$ cat src/rtl/apb_regs_pkg.sv
// Shared definitions for the APB config/status register bank.
// Holds the register byte offsets, the bit positions inside CTRL and
// STATUS, and a helper that reduces a byte address to a word index.
package apb_regs_pkg;

  localparam logic [11:0] ADDR_CTRL    = 12'h000;
  localparam logic [11:0] ADDR_LOAD    = 12'h004;
  localparam logic [11:0] ADDR_COUNT   = 12'h008;
  localparam logic [11:0] ADDR_STATUS  = 12'h00C;
  localparam logic [11:0] ADDR_INT_EN  = 12'h010;
  localparam logic [11:0] ADDR_EVT_CNT = 12'h014;
  localparam logic [11:0] ADDR_SCRATCH = 12'h018;
  localparam logic [11:0] ADDR_ID      = 12'h01C;

  localparam int CTRL_EN    = 0;
  localparam int CTRL_AUTO  = 1;

  localparam int ST_EXPIRED = 0;
  localparam int ST_EVENT   = 1;
  localparam int ST_EVT_OVF = 2;

  // Registers are word-wide; the byte-lane bits of an address are ignored.
  function automatic logic [9:0] word_of(input logic [11:0] addr);
    return addr[11:2];
  endfunction

endpackage

$ cat src/rtl/apb_reg_timer.sv
// Reloadable down-counter timer for the register bank.
// Ports:
//   PCLK, PRESETn     clock and asynchronous active-low reset
//   ctrl_we           CTRL register write strobe
//   ctrl_wdata[1:0]   {AUTO_RELOAD, EN} written to CTRL
//   load_we           LOAD register write strobe
//   load_wdata        value written to LOAD (also loaded into COUNT)
//   en, auto_reload   current CTRL bits
//   load, count       current LOAD and COUNT registers
//   expire            combinational: this edge is an expiry edge
//   timer_tick        registered one-cycle pulse following an expiry edge
module apb_reg_timer
  import apb_regs_pkg::*;
#(
  parameter logic [31:0] RESET_LOAD = 32'h0000_FFFF
) (
  input  logic        PCLK,
  input  logic        PRESETn,
  input  logic        ctrl_we,
  input  logic [1:0]  ctrl_wdata,
  input  logic        load_we,
  input  logic [31:0] load_wdata,
  output logic        en,
  output logic        auto_reload,
  output logic [31:0] load,
  output logic [31:0] count,
  output logic        expire,
  output logic        timer_tick
);

  assign expire = en && (count == 32'h0);

  always_ff @(posedge PCLK or negedge PRESETn) begin
    if (!PRESETn) begin
      en          <= 1'b0;
      auto_reload <= 1'b0;
      load        <= RESET_LOAD;
      count       <= RESET_LOAD;
      timer_tick  <= 1'b0;
    end else begin
      timer_tick <= expire;

      // A CTRL write overrides the one-shot self-clear of EN.
      if (ctrl_we) begin
        en          <= ctrl_wdata[CTRL_EN];
        auto_reload <= ctrl_wdata[CTRL_AUTO];
      end else if (expire && !auto_reload) begin
        en <= 1'b0;
      end

      if (load_we) begin
        load <= load_wdata;
      end

      // COUNT priority: LOAD write, then start (EN 0->1), then expiry, then decrement.
      if (load_we) begin
        count <= load_wdata;
      end else if (ctrl_we && ctrl_wdata[CTRL_EN] && !en) begin
        count <= load;
      end else if (expire) begin
        count <= auto_reload ? load : 32'h0;
      end else if (en) begin
        count <= count - 32'd1;
      end
    end
  end

endmodule

$ cat src/rtl/apb_cfg_status_regs.sv
// Config/status register bank behind the APB slave stage.
// Bus side: wen/ren are single-cycle strobes raised by the upstream stage in
// the APB access phase; there is no ready/wait - every write commits on the
// PCLK edge where wen is high, and rdata is a pure combinational function of
// raddr and register state, valid whether or not ren is high. ren only matters
// for the clear-on-read side effect of EVT_CNT. wen and ren may coincide and
// are processed independently.
// Ports:
//   PCLK, PRESETn   clock and asynchronous active-low reset
//   wen/waddr/wdata write strobe, byte address, data
//   ren/raddr       read strobe and byte address
//   rdata           combinational read data
//   event_in        external event level (synchronous to PCLK)
//   irq             registered |(STATUS & INT_EN), one cycle late
//   timer_tick      one-cycle pulse after each timer expiry
module apb_cfg_status_regs
  import apb_regs_pkg::*;
#(
  parameter logic [31:0] ID_VALUE   = 32'h0A4B_0001,
  parameter logic [31:0] RESET_LOAD = 32'h0000_FFFF
) (
  input  logic        PCLK,
  input  logic        PRESETn,
  input  logic        wen,
  input  logic [11:0] waddr,
  input  logic [31:0] wdata,
  input  logic        ren,
  input  logic [11:0] raddr,
  output logic [31:0] rdata,
  input  logic        event_in,
  output logic        irq,
  output logic        timer_tick
);

  logic [9:0]  w_word;
  logic [9:0]  r_word;
  logic        wr_ctrl;
  logic        wr_load;
  logic        wr_status;
  logic        wr_int_en;
  logic        wr_scratch;
  logic        rd_evt_cnt;

  logic        tmr_en;
  logic        tmr_auto;
  logic        tmr_expire;
  logic [31:0] tmr_load;
  logic [31:0] tmr_count;

  logic        event_q;
  logic        evt_edge;
  logic        evt_sat;
  logic [15:0] evt_cnt;
  logic [15:0] evt_cnt_nxt;
  logic [2:0]  status;
  logic [2:0]  status_set;
  logic [2:0]  status_clr;
  logic [2:0]  status_nxt;
  logic [2:0]  int_en;
  logic [31:0] scratch;

  assign w_word = word_of(waddr);
  assign r_word = word_of(raddr);

  assign wr_ctrl    = wen && (w_word == ADDR_CTRL[11:2]);
  assign wr_load    = wen && (w_word == ADDR_LOAD[11:2]);
  assign wr_status  = wen && (w_word == ADDR_STATUS[11:2]);
  assign wr_int_en  = wen && (w_word == ADDR_INT_EN[11:2]);
  assign wr_scratch = wen && (w_word == ADDR_SCRATCH[11:2]);
  assign rd_evt_cnt = ren && (r_word == ADDR_EVT_CNT[11:2]);

  apb_reg_timer #(
    .RESET_LOAD (RESET_LOAD)
  ) u_timer (
    .PCLK        (PCLK),
    .PRESETn     (PRESETn),
    .ctrl_we     (wr_ctrl),
    .ctrl_wdata  (wdata[1:0]),
    .load_we     (wr_load),
    .load_wdata  (wdata),
    .en          (tmr_en),
    .auto_reload (tmr_auto),
    .load        (tmr_load),
    .count       (tmr_count),
    .expire      (tmr_expire),
    .timer_tick  (timer_tick)
  );

  assign evt_edge = event_in & ~event_q;
  assign evt_sat  = (evt_cnt == 16'hFFFF);

  // Clear-on-read restarts the count; an edge in the same cycle is kept as 1.
  always_comb begin
    evt_cnt_nxt = evt_cnt;
    if (rd_evt_cnt) begin
      evt_cnt_nxt = evt_edge ? 16'd1 : 16'd0;
    end else if (evt_edge && !evt_sat) begin
      evt_cnt_nxt = evt_cnt + 16'd1;
    end
  end

  // Hardware sets are OR-ed in after the W1C mask so a same-cycle set wins.
  always_comb begin
    status_set             = 3'b000;
    status_set[ST_EXPIRED] = tmr_expire;
    status_set[ST_EVENT]   = evt_edge;
    status_set[ST_EVT_OVF] = evt_edge && evt_sat;
    status_clr             = wr_status ? wdata[2:0] : 3'b000;
    status_nxt             = (status & ~status_clr) | status_set;
  end

  always_ff @(posedge PCLK or negedge PRESETn) begin
    if (!PRESETn) begin
      event_q <= 1'b0;
      evt_cnt <= 16'h0;
      status  <= 3'b000;
      int_en  <= 3'b000;
      scratch <= 32'h0;
      irq     <= 1'b0;
    end else begin
      event_q <= event_in;
      evt_cnt <= evt_cnt_nxt;
      status  <= status_nxt;
      irq     <= |(status & int_en);
      if (wr_int_en) begin
        int_en <= wdata[2:0];
      end
      if (wr_scratch) begin
        scratch <= wdata;
      end
    end
  end

  always_comb begin
    rdata = 32'h0;
    case (r_word)
      ADDR_CTRL[11:2]: begin
        rdata[CTRL_EN]   = tmr_en;
        rdata[CTRL_AUTO] = tmr_auto;
      end
      ADDR_LOAD[11:2]:    rdata = tmr_load;
      ADDR_COUNT[11:2]:   rdata = tmr_count;
      ADDR_STATUS[11:2]:  rdata[2:0] = status;
      ADDR_INT_EN[11:2]:  rdata[2:0] = int_en;
      ADDR_EVT_CNT[11:2]: rdata[15:0] = evt_cnt;
      ADDR_SCRATCH[11:2]: rdata = scratch;
      ADDR_ID[11:2]:      rdata = ID_VALUE;
      default:            rdata = 32'h0;
    endcase
  end

endmodule

$ cat config.mk
export PLATFORM = sky130hd
export DESIGN_NAME = apb_cfg_status_regs
export DESIGN_NICKNAME = d
export VERILOG_FILES = /design/src/rtl/apb_regs_pkg.sv /design/src/rtl/apb_reg_timer.sv /design/src/rtl/apb_cfg_status_regs.sv
export SDC_FILE = /design/constraint.sdc
export NUM_CORES = 1
export LEC_CHECK = 0
export ABC_AREA = 1
export CORE_MARGIN = 4
export CORE_UTILIZATION = 52
export DETAILED_ROUTE_END_ITERATION = 8
export PLACE_DENSITY = 0.87
export RECOVER_POWER = 25
export SLEW_MARGIN = 0
export SYNTH_ARGS = -nofsm -noshare
export SYNTH_HDL_FRONTEND = slang
export SYNTH_SLANG_ARGS = --single-unit
$ cat constraint.sdc
create_clock -name PCLK -period 1.8 [get_ports PCLK]
set_input_delay 0.36 -clock PCLK [delete_from_list [all_inputs] [get_ports PCLK]]
set_output_delay 0.36 -clock PCLK [all_outputs]
set_load 0.01 [all_outputs]
==> results.ini, run 1 <==
[worst_setup_path]
cp-end-kind = output pin
critPathKind = in -> out
critPathLaunchType = input pin
critical_path_required_ns = 1.44
cpMostUsedCell = buf_6
path_cells = buf_6, nor2_4, nand2_4, nor3_4, nand2_2, buf_8, buf_6, clkinvlp_4, buf_6, a21oi_2, o221ai_2, buf_2
crit_arrival_ns = 1.78
cp_max_fo = 7
max_stage_delay_ns = 0.19
worst_path_max_delay_cell = nor3_4

[synth]
synth.avg_cell_area_um2 = 6.87
synth-simple-area-share_pct = 34.6
synthMuxAreaShare_pct = 1.11
synth_xor_area_share_pct = 2.05
synth_top_family_by_area = simple AND/OR/NAND/NOR gates
synth_fa_ha_area_share_pct = 0.309
synth-edff-count = 0
syn_area_um2 = 8100
synth_top_flop_cell = dfrtp_1
syn-num-nets = 1243
synth.distinct_cells = 39
async_flop_share_pct = 100
netlist_instances = 1180
yosysWarnings = 0
synth_compound_area_share_pct = 9.81
synth-seq-cells = 123
ys_seq_area_share_pct = 38.5

[clocking]
clkSinkCount = 123
cts.clk_slew.worst_paths_ns = 0.06
tritoncts = built
clock_latency_ns = 0.44
clk_root_buffer_cell = clkbuf_16
cts-buffers-inserted = 17
htree_levels = 4
clk_path_buf_depth = 2

[drt]
wl_per_cell_um = 22.5
met1_length_um = 12700
firstDrtPassIters = 7
via_per_inst = 6.18
ant_nets = 0
drtIter0Drc = 1634
wl_met2_um = 16900
drt-total-wl_um = 37300
top_layer = met4
met3_length_um = 4520
vias = 10300
drc_errors = 0

[grt]
grt_pass1_wl_um = 49700
grt_util_all_layers_pct = 35.2
grt_max_degree = 55
first_global_vias = 9778
overflow = 0
antenna_found_initial = 0

[power_and_ir_drop]
switching_power_mw = 2.29
seqPwrFrac_pct = 35.6
switching_share_pct = 26.8
clkPwrFrac_pct = 48.9
powerDensity_nw_per_um2 = 674
internal_power_mw = 6.27
power.total_mw = 8.55
leakage_nw = 6.43
p_comb_share_pct = 15.5
irDropWorstVdd_mv = 0.637

[run_status]
status = finished, violations left
violations = negative setup slack

[finish]
layout.nets = 1498
final_cell_mix = inv_1, nand2_1, nor2_1
fin_util_pct = 83.2
diodes = 0
layout-drive-gt1-share_pct = 38.1
final_common_cell = inv_1
post-route-cell-area_um2 = 12700
syn2layout_area_growth_pct = 56.7

[placement]
io_buffers = 90
place_congestion = 0.999
place_hpwl_um = 19200
place_area_um2 = 10200
dp_slack_ns = -1.12

[floorplan]
dieArea_um2 = 17600
initial_core_util_pct = 53.1
rows = 45
core_um2 = 15300
chipWidth_um = 133
die_h_um = 133
io_pins = 95

[sta]
final_hold_viol_count = 0
max_slew.worst_pin.slew_ns = 1.34
fin_crit_sh_pct = 119
drv_slew = 0
fmaxAchievable_mhz = 467
setup_ws_ns = -0.340
fin_crit_ns = 2.14
hold_slack_ns = 0.483
fin_skew_ns = 0.00868
rsz0062_at_grt = true
relSlewSlack_pct = 10.9
setup_viol = 64

[min_path]
min-delay-path-class = in -> reg

[flow_run]
cap_violations = 0

-- registers in the layout (all words and copies together), names as in the netlist --
register	cells
u_timer.timer_tick	1
u_timer.en	1
event_q	1
evt_cnt	16
int_en	3
scratch	32
u_timer.load	32
u_timer.auto_reload	1
u_timer.count	32
status	3
irq	1
-- repair_timing --
item | 4_1_cts | 5_1_grt
pin swaps | 48 | 56
hold buffers | 1 | 0
cloned | 6 | 6
setup buffers | 31 | 18
resized for setup | 327 | 171
endpoints found under the hold margin | 15 | 0
endpoints found under the setup margin | 70 | 88
-- layer usage --
metal	global-route usage, %	vias to the layer above
met5	0	-
met4	20.9	0
met3	8.06	353
met2	58.4	936
met1	41.7	4745
li1	-	4217
-- power by group through the flow --
| stage | Combinational, mW | Clock, mW | Sequential [mW] |
|---|---|---|---|
| after global routing | 1.40 | 4.30 | 3.06 |
| final | 1.33 | 4.18 | 3.05 |
| after detailed placement | 1.06 | 0 | 3.07 |
| after global placement | 1.04 | 0 | 3.07 |
| after floorplan | 0.475 | 0 | 3.05 |
| after CTS | 1.16 | 4.12 | 3.03 |
-- final cells by class --
type / instances / area, µm²
multi-input combinational: 784 / 5020
sequential: 123 / 3120
timing repair buffer: 273 / 2680
fill: 773 / 2570
inverter: 236 / 902
clock buffer: 20 / 457
tap: 211 / 264
clock inverter: 12 / 241
-- final timing paths --
check	from	end	slack, ns	depth (start not counted)
min reg2reg	scratch[24]	scratch[24]	0.48	2
min	wen	status[1]	0.48	4
min in group asynchronous	PRESETn	scratch[14]	0.74	2
max reg2reg	u_timer.count[12]	u_timer.count[21]	-0.20	12
max	raddr[7]	rdata[25]	-0.34	12
max in group asynchronous	PRESETn	u_timer.load[0]	0.06	3
-- cell families after synthesis --
| logic type | count (synthesis) |
|---|---|
| muxes | 9 |
| xor gates and xnor gates | 19 |
| and+or+nand+nor | 624 |
| buffers and inverters | 273 |
| AOI/OAI and AO/OA | 130 |
| DFF | 123 |
| adders and majority gates | 2 |
-- Yosys cell counts, types with 13 or more instances --
| library cell | count | share of area, % |
|---|---|---|
| nor2_1 | 203 | 9.4 |
| nor3_1 | 15 | 0.93 |
| o221ai_1 | 23 | 2.5 |
| or2_2 | 28 | 2.2 |
| clkbuf_1 | 13 | 0.60 |
| nor2_2 | 16 | 1.2 |
| inv_1 | 230 | 11 |
| xor2_1 | 19 | 2.1 |
| o22ai_1 | 24 | 1.9 |
| o21ai_0 | 35 | 2.2 |
| nand3_1 | 102 | 6.3 |
| dfrtp_1 | 91 | 28 |
| nand2_1 | 214 | 9.9 |
| nand4_1 | 17 | 1.3 |
| dfstp_2 | 32 | 10 |
| a21oi_1 | 38 | 2.3 |
-- critical path, delay by kind of cell --
family	cells	cell delay (ns)
compound gates	2	0.12
buf+inv	6	0.78
simple gates	4	0.51
-- stage by stage --
| step | setup TNS, ns | cells |
|---|---|---|
| 2_1_floorplan | -0.365 | 1180 |
| 3_3_place_gp | -55.44 | 1573 |
| 3_5_place_dp | -62.06 | 1573 |
| 4_1_cts | -8.26 | 1641 |
| 5_1_grt | -23.98 | 1659 |
| 6_report | -11.69 | 1659 |
(Power assumes the default switching activity.)
==> inputs of run 2 (changes only) <==
==> constraint.sdc (replaced) <==
create_clock -name PCLK -period 1.89 [get_ports PCLK]
set_input_delay 0.378 -clock PCLK [delete_from_list [all_inputs] [get_ports PCLK]]
set_output_delay 0.378 -clock PCLK [all_outputs]
set_load 0.01 [all_outputs]
==> results.ini, run 2 (synthesized netlist as in run 1, its figures left out) <==
[power_and_ir_drop]
seqPwrFrac_pct = 40.9  ; was 35.6%
clkPwrFrac_pct = 42.5  ; was 48.9%
switching_power_mw = 2.03  ; was 2.29 mW
p_comb_share_pct = 16.6  ; was 15.5%
switching_share_pct = 28.6  ; was 26.8%
irDropWorstVdd_mv = 0.604  ; was 0.637 mV
internal_power_mw = 5.07  ; was 6.27 mW
leakage_nw = 6.25  ; was 6.43 nW
powerDensity_nw_per_um2 = 583  ; was 674 nW/µm²

[placement]
place_congestion = 0.981  ; was 0.999
io_buffers = 90  ; unchanged
dp.cells = 1538  ; was 1573
place_hpwl_um = 19100  ; was 19200 µm

[worst_setup_path]
r2r-start = u_timer.count[5]  ; was u_timer.count[12]
path_buf_inv = 5  ; was 6
crit_arrival_ns = 1.97  ; was 1.78 ns
critPathKind = in -> out  ; unchanged
cp_max_fo = 4  ; was 7
r2r_slack_ns = -0.23  ; was -0.20 ns
crit_start = raddr[8]  ; was raddr[7]
critPathLaunchType = input pin  ; unchanged
path_cells = buf_6, nor2_4, nand2_4, buf_6, nor2_4, nand2_4, buf_6, buf_6, o22ai_2, nor2_1, nor2_1, buf_2  ; was buf_6, nor2_4, nand2_4, nor3_4, nand2_2, buf_8, buf_6, clkinvlp_4, buf_6, a21oi_2, o221ai_2, buf_2
max_stage_delay_ns = 0.21  ; was 0.19 ns
critPathTopFamily = simple AND/OR/NAND/NOR gates  ; was buffers and inverters
worst_path_max_delay_cell = nor2_1  ; was nor3_4
cpMostUsedCell = buf_6  ; unchanged
cp-end-kind = output pin  ; unchanged
critical_path_required_ns = 1.51  ; was 1.44 ns

[grt]
grt_pass1_wl_um = 48900  ; was 49700 µm
first_global_vias = 9442  ; was 9778
grt_max_degree = 37  ; was 55
overflow = 0  ; unchanged
antenna_found_initial = 0  ; unchanged
grt_util_all_layers_pct = 34.8  ; was 35.2%

[clocking]
tritoncts = built  ; unchanged
htree_levels = 4  ; unchanged
cts-buffers-inserted = 17  ; unchanged
cts.clk_slew.worst_paths_ns = 0.05  ; was 0.06 ns
clkSinkCount = 123  ; unchanged
clk_path_buf_depth = 2  ; unchanged
clock_latency_ns = 0.43  ; was 0.44 ns
clk_root_buffer_cell = clkbuf_16  ; unchanged

[drt]
drc_errors = 0  ; unchanged
vias = 9933  ; was 10300
wl_per_cell_um = 21.7  ; was 22.5 µm
drtIter0Drc = 1169  ; was 1634
drt-total-wl_um = 35600  ; was 37300 µm
firstDrtPassIters = 9  ; was 7
via_per_inst = 6.07  ; was 6.18
ant_nets = 0  ; unchanged

[sta]
final_hold_viol_count = 0  ; unchanged
max_slew.worst_pin.slew_ns = 0.878  ; was 1.34 ns
setup_ws_ns = -0.460  ; was -0.340 ns
fin_crit_sh_pct = 124
relSlewSlack_pct = 41.5  ; was 10.9%
setup_tns_ns = -12.06  ; was -11.69 ns
drv_slew = 0  ; unchanged
rsz0062_at_grt = true  ; unchanged
fin_crit_ns = 2.35
setup_viol = 62  ; was 64
fmaxAchievable_mhz = 426
fin_skew_ns = 0.00919  ; was 0.00868 ns

[finish]
layout-drive-gt1-share_pct = 35.5  ; was 38.1%
final_common_cell = inv_1  ; unchanged
reg_top3 = scratch: 32 flops, u_timer.count: 32 flops, u_timer.load: 32 flops  ; unchanged
layout.cells.non_filler = 1636  ; was 1659
layout.nets = 1476  ; was 1498
final_cell_mix = inv_1, nand2_1, nor2_1  ; unchanged
syn2layout_area_growth_pct = 50.3  ; was 56.7%
diodes = 0  ; unchanged

[min_path]
holdCritStartpoint = scratch[24]  ; was wen
min-delay-path-class = reg -> reg  ; was in -> reg

[run_status]
violations = negative setup slack  ; unchanged
status = finished, violations left  ; unchanged

[floorplan]
rows = 45  ; unchanged
dieArea_um2 = 17600  ; unchanged
initial_core_util_pct = 53.1  ; unchanged
die_h_um = 133  ; unchanged
core_um2 = 15300  ; unchanged
chipWidth_um = 133  ; unchanged
io_pins = 95  ; unchanged

[flow_run]
cap_violations = 0  ; unchanged

-- run 2: changes by cell type in the layout (fill, tap and decap cells not counted), moves of 6 or more --
| cell | before | now |
|---|---|---|
| clkdlybuf4s50_1 | 40 | 46 |
| dlymetal6s2s_1 | 6 | 0 |
| buf_4 | 118 | 94 |
| nand3_2 | 35 | 45 |
| nor2_1 | 170 | 177 |
| clkbuf_1 | 2 | 10 |
| bufinv_16 | 7 | 0 |
| nand3_1 | 61 | 46 |
| nor2_4 | 25 | 14 |
| inv_2 | 16 | 10 |
-- run 2: per-stage QoR --
step	hold WS [ns]	instance area [µm²]	util [%]	setup WS, ns	power (mW)
6_report	0.507	12200	79.8	-0.460	7.10
5_1_grt	0.521	12200	79.8	-0.447	7.29
4_1_cts	0.420	11300	74.1	-0.325	6.92
3_5_place_dp	0.350	9940	65.2	-1.11	3.93
3_3_place_gp	0.346	9940	65.2	-1.06	3.90
2_1_floorplan	0.0824	8100	-	0.000699	3.36
-- run 2: final cells by class --
| type | count | area [µm²] |
|---|---|---|
| multi-input cells | 784 | 4910 |
| well taps | 211 | 264 |
| flip-flops and latches | 123 | 3120 |
| inverters | 236 | 921 |
| repair buffers | 251 | 2440 |
| clock inverters | 2 | 10.0 |
| clock buffers | 29 | 510 |
| fillers | 897 | 3080 |
-- run 2: what timing repair did --
action | CTS | global route
endpoints found under the hold margin | 18 | 0
setup buffers | 42 | 19
pin swaps | 23 | 82
cloned | 7 | 3
hold buffers | 1 | 0
setup endpoints to repair | 65 | 67
gates resized for setup | 292 | 187
-- run 2: worst paths after layout --
kind	end	cells after the start
worst max-delay path	rdata[4]	12
worst min-delay path	scratch[24]	2
worst max register to register	u_timer.count[25]	10
worst min register to register	scratch[24]	2
max in group asynchronous	u_timer.count[27]	3
min in group asynchronous	irq	2
-- run 2: power groups by stage --
stage	clock network (mW)	logic (mW)	registers, mW
6_report	3.02	1.18	2.91
5_1_grt	3.11	1.26	2.92
4_1_cts	2.96	1.06	2.90
3_5_place_dp	0	0.999	2.93
3_3_place_gp	0	0.972	2.93
2_1_floorplan	0	0.451	2.91
-- run 2: metal layers --
| metal | share of wire [%] | global-route usage [%] |
|---|---|---|
| met1 | 34 | 40.9 |
| met3 | 11 | 8.59 |
| met5 | 0 | 0 |
| met2 | 45 | 58.5 |
| met4 | 9.6 | 18.9 |
-- run 2: worst register-to-register path: cells and delay by family (launching register included) --
kind / cells / cell delay, ns
simple gates: 8 / 1.29
flops: 1 / 0.39
compound gates: 1 / 0.32
buf+inv: 1 / 0.04
